--- src/rtl/multiword_subtract_pkg.sv ---
// Shared constants for the multiword subtract sequencer: default slice sizing and
// the FSM state encoding.
package multiword_subtract_pkg;

    localparam int unsigned DEFAULT_WORD  = 4;
    localparam int unsigned DEFAULT_WORDS = 4;

    localparam logic [1:0] IDLE = 2'd0;
    localparam logic [1:0] RUN  = 2'd1;
    localparam logic [1:0] DONE = 2'd2;

    typedef enum logic [1:0] {
        StIdle = IDLE,
        StRun  = RUN,
        StDone = DONE
    } state_e;

endpackage

--- src/rtl/ripple_carry_subtractor.sv ---
// Combinational N-bit ripple-borrow subtractor: diff = a - b - bin, bout = borrow out.
module ripple_carry_subtractor #(
    parameter int unsigned N = 4
) (
    input  logic [N-1:0] a_i,
    input  logic [N-1:0] b_i,
    input  logic         bin_i,
    output logic [N-1:0] diff_o,
    output logic         bout_o
);

    logic [N:0] borrow;

    always_comb begin
        borrow    = '0;
        diff_o    = '0;
        borrow[0] = bin_i;
        for (int i = 0; i < N; i++) begin
            diff_o[i]     = a_i[i] ^ b_i[i] ^ borrow[i];
            borrow[i + 1] = (~a_i[i] & b_i[i]) | (~(a_i[i] ^ b_i[i]) & borrow[i]);
        end
        bout_o = borrow[N];
    end

endmodule

--- src/rtl/multiword_subtract_sequencer.sv ---
// Wide a - b - bin computed one WORD-bit chunk per cycle through a shared subtractor
// slice, LSB chunk first, with valid/ready handshakes on operand and result sides.
module multiword_subtract_sequencer
    import multiword_subtract_pkg::*;
#(
    parameter int unsigned WORD  = DEFAULT_WORD,
    parameter int unsigned WORDS = DEFAULT_WORDS
) (
    input  logic                  clk,
    input  logic                  rst_n,
    input  logic                  in_valid,
    output logic                  in_ready,
    input  logic [WORD*WORDS-1:0] a,
    input  logic [WORD*WORDS-1:0] b,
    input  logic                  bin,
    output logic                  out_valid,
    input  logic                  out_ready,
    output logic [WORD*WORDS-1:0] diff,
    output logic                  bout,
    output logic                  zero,
    output logic                  busy
);

    localparam int unsigned W  = WORD * WORDS;
    localparam int unsigned CW = (WORDS > 1) ? $clog2(WORDS) : 1;

    state_e          state_q, state_d;
    logic [W-1:0]    a_sh_q, a_sh_d;
    logic [W-1:0]    b_sh_q, b_sh_d;
    logic [W-1:0]    res_sh_q, res_sh_d;
    logic            borrow_q, borrow_d;
    logic            bout_q, bout_d;
    logic            zero_q, zero_d;
    logic [CW-1:0]   cnt_q, cnt_d;

    logic [WORD-1:0] slice_diff;
    logic            slice_bout;
    logic [W-1:0]    res_shifted;

    ripple_carry_subtractor #(
        .N(WORD)
    ) u_slice (
        .a_i   (a_sh_q[WORD-1:0]),
        .b_i   (b_sh_q[WORD-1:0]),
        .bin_i (borrow_q),
        .diff_o(slice_diff),
        .bout_o(slice_bout)
    );

    // New chunk enters at the MSB end so the LSB chunk ends up lowest after WORDS shifts.
    assign res_shifted = (res_sh_q >> WORD) | (W'(slice_diff) << (W - WORD));

    always_comb begin
        state_d   = state_q;
        a_sh_d    = a_sh_q;
        b_sh_d    = b_sh_q;
        res_sh_d  = res_sh_q;
        borrow_d  = borrow_q;
        bout_d    = bout_q;
        zero_d    = zero_q;
        cnt_d     = cnt_q;
        in_ready  = 1'b0;
        out_valid = 1'b0;
        unique case (state_q)
            StIdle: begin
                in_ready = 1'b1;
                if (in_valid) begin
                    a_sh_d   = a;
                    b_sh_d   = b;
                    borrow_d = bin;
                    cnt_d    = '0;
                    state_d  = StRun;
                end
            end
            StRun: begin
                a_sh_d   = a_sh_q >> WORD;
                b_sh_d   = b_sh_q >> WORD;
                res_sh_d = res_shifted;
                borrow_d = slice_bout;
                cnt_d    = cnt_q + 1'b1;
                if (cnt_q == CW'(WORDS - 1)) begin
                    bout_d  = slice_bout;
                    zero_d  = (res_shifted == '0);
                    state_d = StDone;
                end
            end
            StDone: begin
                out_valid = 1'b1;
                if (out_ready) begin
                    state_d = StIdle;
                end
            end
            default: state_d = StIdle;
        endcase
    end

    always_ff @(posedge clk) begin
        if (!rst_n) begin
            state_q  <= StIdle;
            a_sh_q   <= '0;
            b_sh_q   <= '0;
            res_sh_q <= '0;
            borrow_q <= 1'b0;
            bout_q   <= 1'b0;
            zero_q   <= 1'b0;
            cnt_q    <= '0;
        end else begin
            state_q  <= state_d;
            a_sh_q   <= a_sh_d;
            b_sh_q   <= b_sh_d;
            res_sh_q <= res_sh_d;
            borrow_q <= borrow_d;
            bout_q   <= bout_d;
            zero_q   <= zero_d;
            cnt_q    <= cnt_d;
        end
    end

    assign diff = res_sh_q;
    assign bout = bout_q;
    assign zero = zero_q;
    assign busy = (state_q != StIdle);

endmodule

--- config.mk ---
export PLATFORM = sky130hd
export DESIGN_NAME = multiword_subtract_sequencer
export DESIGN_NICKNAME = d
export VERILOG_FILES = /design/src/rtl/multiword_subtract_pkg.sv /design/src/rtl/ripple_carry_subtractor.sv /design/src/rtl/multiword_subtract_sequencer.sv
export SDC_FILE = /design/constraint.sdc
export NUM_CORES = 1
export LEC_CHECK = 0
export CAP_MARGIN = 25
export CORE_ASPECT_RATIO = 1.25
export CORE_MARGIN = 3
export CORE_UTILIZATION = 49
export CTS_CLUSTER_DIAMETER = 80
export DETAILED_ROUTE_END_ITERATION = 12
export GPL_ROUTABILITY_DRIVEN = 0
export PLACE_DENSITY = 0.8
export SETUP_SLACK_MARGIN = 0.02
export SYNTH_ARGS = -nofsm -noshare
export SYNTH_HDL_FRONTEND = slang
export SYNTH_SLANG_ARGS = --single-unit
--- constraint.sdc ---
create_clock -name clk -period 3.7 [get_ports clk]
set_clock_uncertainty 0.2 [all_clocks]
set_input_delay 0.555 -clock clk [delete_from_list [all_inputs] [get_ports clk]]
set_output_delay 0.555 -clock clk [all_outputs]
set_load 0.02 [all_outputs]
Word level (Yosys, flattened, before mapping)
Index checks and enable logic that the tools add are counted.
{"block": "classes", "eq_ne": 6, "muxes": 14, "reduce_logical": 7, "add_sub_neg": 1, "bitwise_logic": 29}
{"cell": "$pmux W16 S2", "n": 2}
{"cell": "$mux W16", "n": 2}
{"cell": "$logic_not A16 Y1", "n": 1}
{"cell": "$or A12 B16 Y16", "n": 1}
{"cell": "$and A1 B1 Y1", "n": 8}
{"cell": "$mux W2", "n": 4}
{"cell": "$not A1 Y1", "n": 8}
{"cell": "$xor A1 B1 Y1", "n": 8}
{"cell": "$ne A2 B2 Y1 const B", "n": 3}
{"cell": "$pmux W2 S3", "n": 1}
{"cell": "$eq A2 B2 Y1 const B", "n": 2}
{"cell": "$or A1 B1 Y1", "n": 4}
{"cell": "$pmux W2 S2", "n": 1}
{"cell": "$reduce_and A2 Y1", "n": 2}
{"cell": "$reduce_bool A2 Y1", "n": 2}
{"cell": "$mux W1", "n": 3}
{"cell": "$reduce_and A3 Y1", "n": 1}
{"cell": "$add A2 B1 Y2 const B", "n": 1}
{"cell": "$eq A2 B1 Y1 const B", "n": 1}
{"cell": "$logic_not A2 Y1", "n": 1}
{"cell": "$pmux W1 S2", "n": 1}
{"block": "totals", "inputBits": 37, "word_cells": 65, "regBits": 55}

Logic depth before layout (Yosys ltp)
{"block": "logic_depth", "depth_word": 11, "ltp_mapped": 10, "ltp_nobuf": 10}

Cells and area by module
Synthesis repeated with hierarchy kept, for this count alone.
{"block": "hier_totals", "hier_cells": 289, "area_unflattened_um2": 2472.4}
{"mod": "multiword_subtract_sequencer", "area_each_um2": 2354.8, "cells_each": 275, "seq_area_each_um2": 1101.1, "instances": 1}
{"mod": "ripple_carry_subtractor", "area_each_um2": 117.6, "cells_each": 14, "seq_area_each_um2": 0.0, "instances": 1}

Least setup slack after synthesis
No wires, ideal clock.
{"block": "synth_timing", "path_kind": "reg2reg", "from": "reg b_sh_q[0]", "to": "reg zero_q (netlist: zero)", "stages_incl_launch_ff": 11, "synth_period_minus_slack_ns": 2.572, "n_path_buf": 0, "slack_ns": 1.128, "setup_ns": 0.087, "t_arrival_ns": 2.285, "cell_sequence": "dfxtp_1 inv_1 fa_1 inv_1 fa_1 fa_1 inv_1 fa_1 nor4_1 nand4_1 o31ai_1"}
{"block": "synth_between", "elab_chain_len": 11}
{"element": "start, declared", "line_no": "multiword_subtract_sequencer.sv:29", "source": "logic [W-1:0] b_sh_q, b_sh_d;"}
{"element": "start signal, assigned", "line_no": "multiword_subtract_sequencer.sv:110", "source": "b_sh_q <= b_sh_d;"}
{"element": "$xor A1 B1 Y1", "line_no": "ripple_carry_subtractor.sv:20", "source": "borrow[i + 1] = (~a_i[i] & b_i[i]) | (~(a_i[i] ^ b_i[i]) & borrow[i]);"}
{"element": "$not A1 Y1", "line_no": "ripple_carry_subtractor.sv:20"}
{"element": "$and A1 B1 Y1", "line_no": "ripple_carry_subtractor.sv:20"}
{"element": "$or A1 B1 Y1 (*)", "line_no": "ripple_carry_subtractor.sv:20"}
{"element": "$and A1 B1 Y1 (*)", "line_no": "ripple_carry_subtractor.sv:20"}
{"element": "$or A1 B1 Y1 (*)", "line_no": "ripple_carry_subtractor.sv:20"}
{"element": "$and A1 B1 Y1 (*)", "line_no": "ripple_carry_subtractor.sv:20"}
{"element": "$or A1 B1 Y1 (*)", "line_no": "ripple_carry_subtractor.sv:20"}
{"element": "$xor A1 B1 Y1 (*)", "line_no": "ripple_carry_subtractor.sv:19", "source": "diff_o[i] = a_i[i] ^ b_i[i] ^ borrow[i];"}
{"element": "$or A12 B16 Y16 (*)", "line_no": "multiword_subtract_sequencer.sv:51", "source": "assign res_shifted = (res_sh_q >> WORD) | (W'(slice_diff) << (W - WORD));"}
{"element": "net res_shifted[15]", "line_no": "multiword_subtract_sequencer.sv:38", "source": "logic [W-1:0] res_shifted;"}
{"element": "$logic_not A16 Y1 (*)", "line_no": "multiword_subtract_sequencer.sv:83", "source": "zero_d = (res_shifted == '0);"}
{"element": "end signal, assigned", "line_no": "multiword_subtract_sequencer.sv:114", "source": "zero_q <= zero_d;"}
{"element": "end, declared", "line_no": "multiword_subtract_sequencer.sv:33", "source": "logic zero_q, zero_d;"}
The timed path passes the listed nets; every way through them passes the cells marked *.
A chain may end at the register's enable or synchronous reset.

Final worst setup path
{"block": "layout_timing", "from": "reg state_q[0]", "to": "out in_ready"}
{"block": "layout_between", "elab_chain_len": 2}
{"element": "start, declared", "line_no": "multiword_subtract_sequencer.sv:27", "source": "state_e state_q, state_d;"}
{"element": "start signal, assigned", "line_no": "multiword_subtract_sequencer.sv:99", "source": "state_q <= StIdle;"}
{"element": "start signal, assigned", "line_no": "multiword_subtract_sequencer.sv:108", "source": "state_q <= state_d;"}
{"element": "$logic_not A2 Y1", "line_no": "multiword_subtract_sequencer.sv:64", "source": "unique case (state_q)"}
{"element": "$mux W1", "line_no": "multiword_subtract_sequencer.sv:64"}
{"element": "end, declared", "line_no": "multiword_subtract_sequencer.sv:12", "source": "output logic in_ready,"}
Every way passes these cells.

==> impl_results.md <==
* Yosys warnings at 0
* Wire length per cell at 14.9 um
* Worst setup margin at 0.922 ns
* Final wirelength at 5580 um
* Clock Pin Slew Worst Setup and Hold Paths at 0.09 ns
* RSZ-0062 raised after global routing: false
* Status: finished, final reports clean
* Initial antenna violation count at 0
* CTS Buffer Depth at 2
* Worst skew pair latency at 0.31 ns
* Arr. time, crit path at 2.02 ns
* Post-CTS Repair Setup Buffers at 0
* Share of the synthesized area in the top cell type at 0.458
* Die X at 68.7 um
* Initial DRT Pass Iterations at 4
* Row cnt at 27
* CP Capture Type: primary output
* Initial drt markers at 122
* Layout area overhead at 25.1%
* Ant diodes at 0
* Die height at 84.3 um
* Worst hold path class: flop to flop
* Tcrit/Tclk final at 0.751
* GR Util met2 at 0.338
* Maximum VDD drop at 268 uV
* Worst EP required at 2.94 ns
* Buf/Inv on CP at 4
* CTS tree: done
* # clock sinks at 55
* Total GRT Usage at 0.204
* CP Cell Sequence: buf_4 > inv_2 > nand2_1 > inv_1 > clkdlybuf4s50_1
* Die ar. at 5790 sq um
* Register area share after synthesis at 0.458
* Dpl ws at 0.954 ns
* Setup TNS at 0 ns
* Pwr per Cell Area at 448 nW/um^2
* Post-synthesis cell count at 280
* Final number of hold-violating endpoints at 0
* Leak Pwr at 1.08 nW
* Synth Register Bits at 55
* IO buf count at 57
* Grt ovf at 0
* Vias in the first global route at 1951
* Post-CTS sizing at 0
* GRT busiest layer: met2
* Design Area, Final at 3010 sq um
* Post-Syn Area at 2410 sq um
* Top cell type by total area after synthesis: dfxtp_1
* Worst-Margin Slew at 0.798 ns
* Slew headroom at 0.466
* Starting density of the core at 0.528
* Critical path class: flop to primary output
* CTS root buffer: clkbuf_8
* Tmin final at 2.78 ns
* Met3 GRT Util at 0.0482
* Netlist cell types at 33
* Final Max Tran Viols at 0
* Post-synth ARST share at 0
* Post-DP HPWL at 3910 um
* Ys flop type: dfxtp_1
* Critical-path top delay cell: clkdlybuf4s50_1
* Max-Cap Viols at 0
* Largest net degree at the start of global routing at 29
* Num CTS Buffers at 5
* CP delay by family, top: buffers and inverters
* Final Core Density at 0.660
* Hold_buf cts at 0
* FMAX at 360 MHz
* Dpl cell area at 2880 sq um
* Final setup fails at 0
* Synthesized net count at 322
* Crit path launch type: flop
* Residual DRC at 0
* Avg Inst Size Synth at 8.59 sq um
* ANT nets after route at 0
* Vias per cell at 5.55
* GR Util met1 at 0.262
* Boundary Pins at 58
* Via count at 2077
* Area contributors post-synth: dfxtp_1 (46%), a21oi_1 (7.5%), o2bb2ai_1 (6.2%)
* Number of synthesized flops with an enable pin at 0
* Crit path max fanout at 28
* Slowest Stage Delay on Critical Path at 0.59 ns
* Core ar. at 4560 sq um
* H-Tree Depth at 2
* First-pass GRT wire length at 9140 um
* Layout Nets at 357
* Share of layout cells above drive strength 1 at 0.0475
final timing paths:
kind	cells past startpoint	from	to	slack, ns
setup / recovery	5	state_q[0]	in_ready	0.92
hold / removal	2	diff[2]	diff[2]	0.26
setup reg to reg	10	b_sh_q[0]	zero	0.94
hold reg to reg	2	diff[2]	diff[2]	0.26
flip-flops by register name (all words and copies together), names as in the netlist:
signal / cells
diff: 16
b_sh_q: 16
cnt_q: 2
state_q: 2
borrow_q: 1
bout: 1
zero: 1
a_sh_q: 16
layout by cell type, fill, tap and decap left out, types with 4 or more instances in the layout:
| cell type | netlist | final |
|---|---|---|
| o21ai_0 | 20 | 20 |
| nand2_1 | 30 | 30 |
| clkdlybuf4s50_1 | 0 | 57 |
| a221oi_1 | 5 | 5 |
| nor2_1 | 30 | 30 |
| o22ai_1 | 7 | 7 |
| a22oi_1 | 9 | 9 |
| dfxtp_1 | 55 | 55 |
| inv_1 | 8 | 8 |
| o2bb2ai_1 | 17 | 17 |
| fa_1 | 4 | 4 |
| buf_4 | 16 | 4 |
| clkbuf_8 | 0 | 5 |
| a21oi_1 | 36 | 36 |
| a211oi_1 | 4 | 4 |
report_power, final:
group	total, W	internal [W]	switching [W]
Sequential	0.000656	0.000632	0.0000240
Combinational	0.000233	0.000110	0.000123
Clock	0.000460	0.000270	0.000189
Total	0.00135	0.00101	0.000336
worst min-delay path: cells and delay by family (launching register included):
| family | cells | cell delay (ns) |
|---|---|---|
| AO/OA/AOI/OAI | 1 | 0.05 |
| AND/OR/NAND/NOR | 1 | 0.05 |
| flip-flops | 1 | 0.32 |
layer usage:
layer	up-vias	part of all wire
li1	1043	-
met1	967	0.42
met2	61	0.52
met3	6	0.049
met4	0	0.0099
met5	-	0
cell usage after synthesis, types with 2 or more instances:
library cell	count
a211oi_1	4
a21oi_1	36
a221oi_1	5
a22oi_1	9
buf_2	6
buf_4	16
clkbuf_1	8
clkbuf_2	2
clkinv_1	2
dfxtp_1	55
fa_1	4
inv_1	8
nand2_1	30
nand2b_1	3
nand3_1	2
nor2_1	30
nor4_1	3
o21ai_0	20
o22ai_1	7
o2bb2ai_1	17
final cells by class:
type                       count  area, sq um
clock inverter                 2         60.1
timing repair buffer          61          601
fill                         381         1550
clock buffer                   6         72.6
multi-input combinational    181         1060
tap                           58         72.6
sequential                    55         1100
inverter                      11         41.3
through the flow:
stage,total power (W),std cells,hold slack (ns)
floorplan,0.000821,280,0.244
global placement,0.000894,366,0.242
detailed placement,0.000903,366,0.248
CTS,0.00135,374,0.261
global route,0.00141,374,0.286
finish,0.00135,374,0.257
kinds of logic (layout without fill, tap and decap cells):
logic type	count (synthesis)	count (layout)	synth area share
AO/OA/AOI/OAI	103	103	0.273
AND/OR/NAND/NOR	73	73	0.130
flip-flops	55	55	0.458
buffers and inverters	44	80	0.101
adder cells (fa/ha/maj)	5	5	0.0385
No activity file was read; power rests on OpenSTA's default activity.
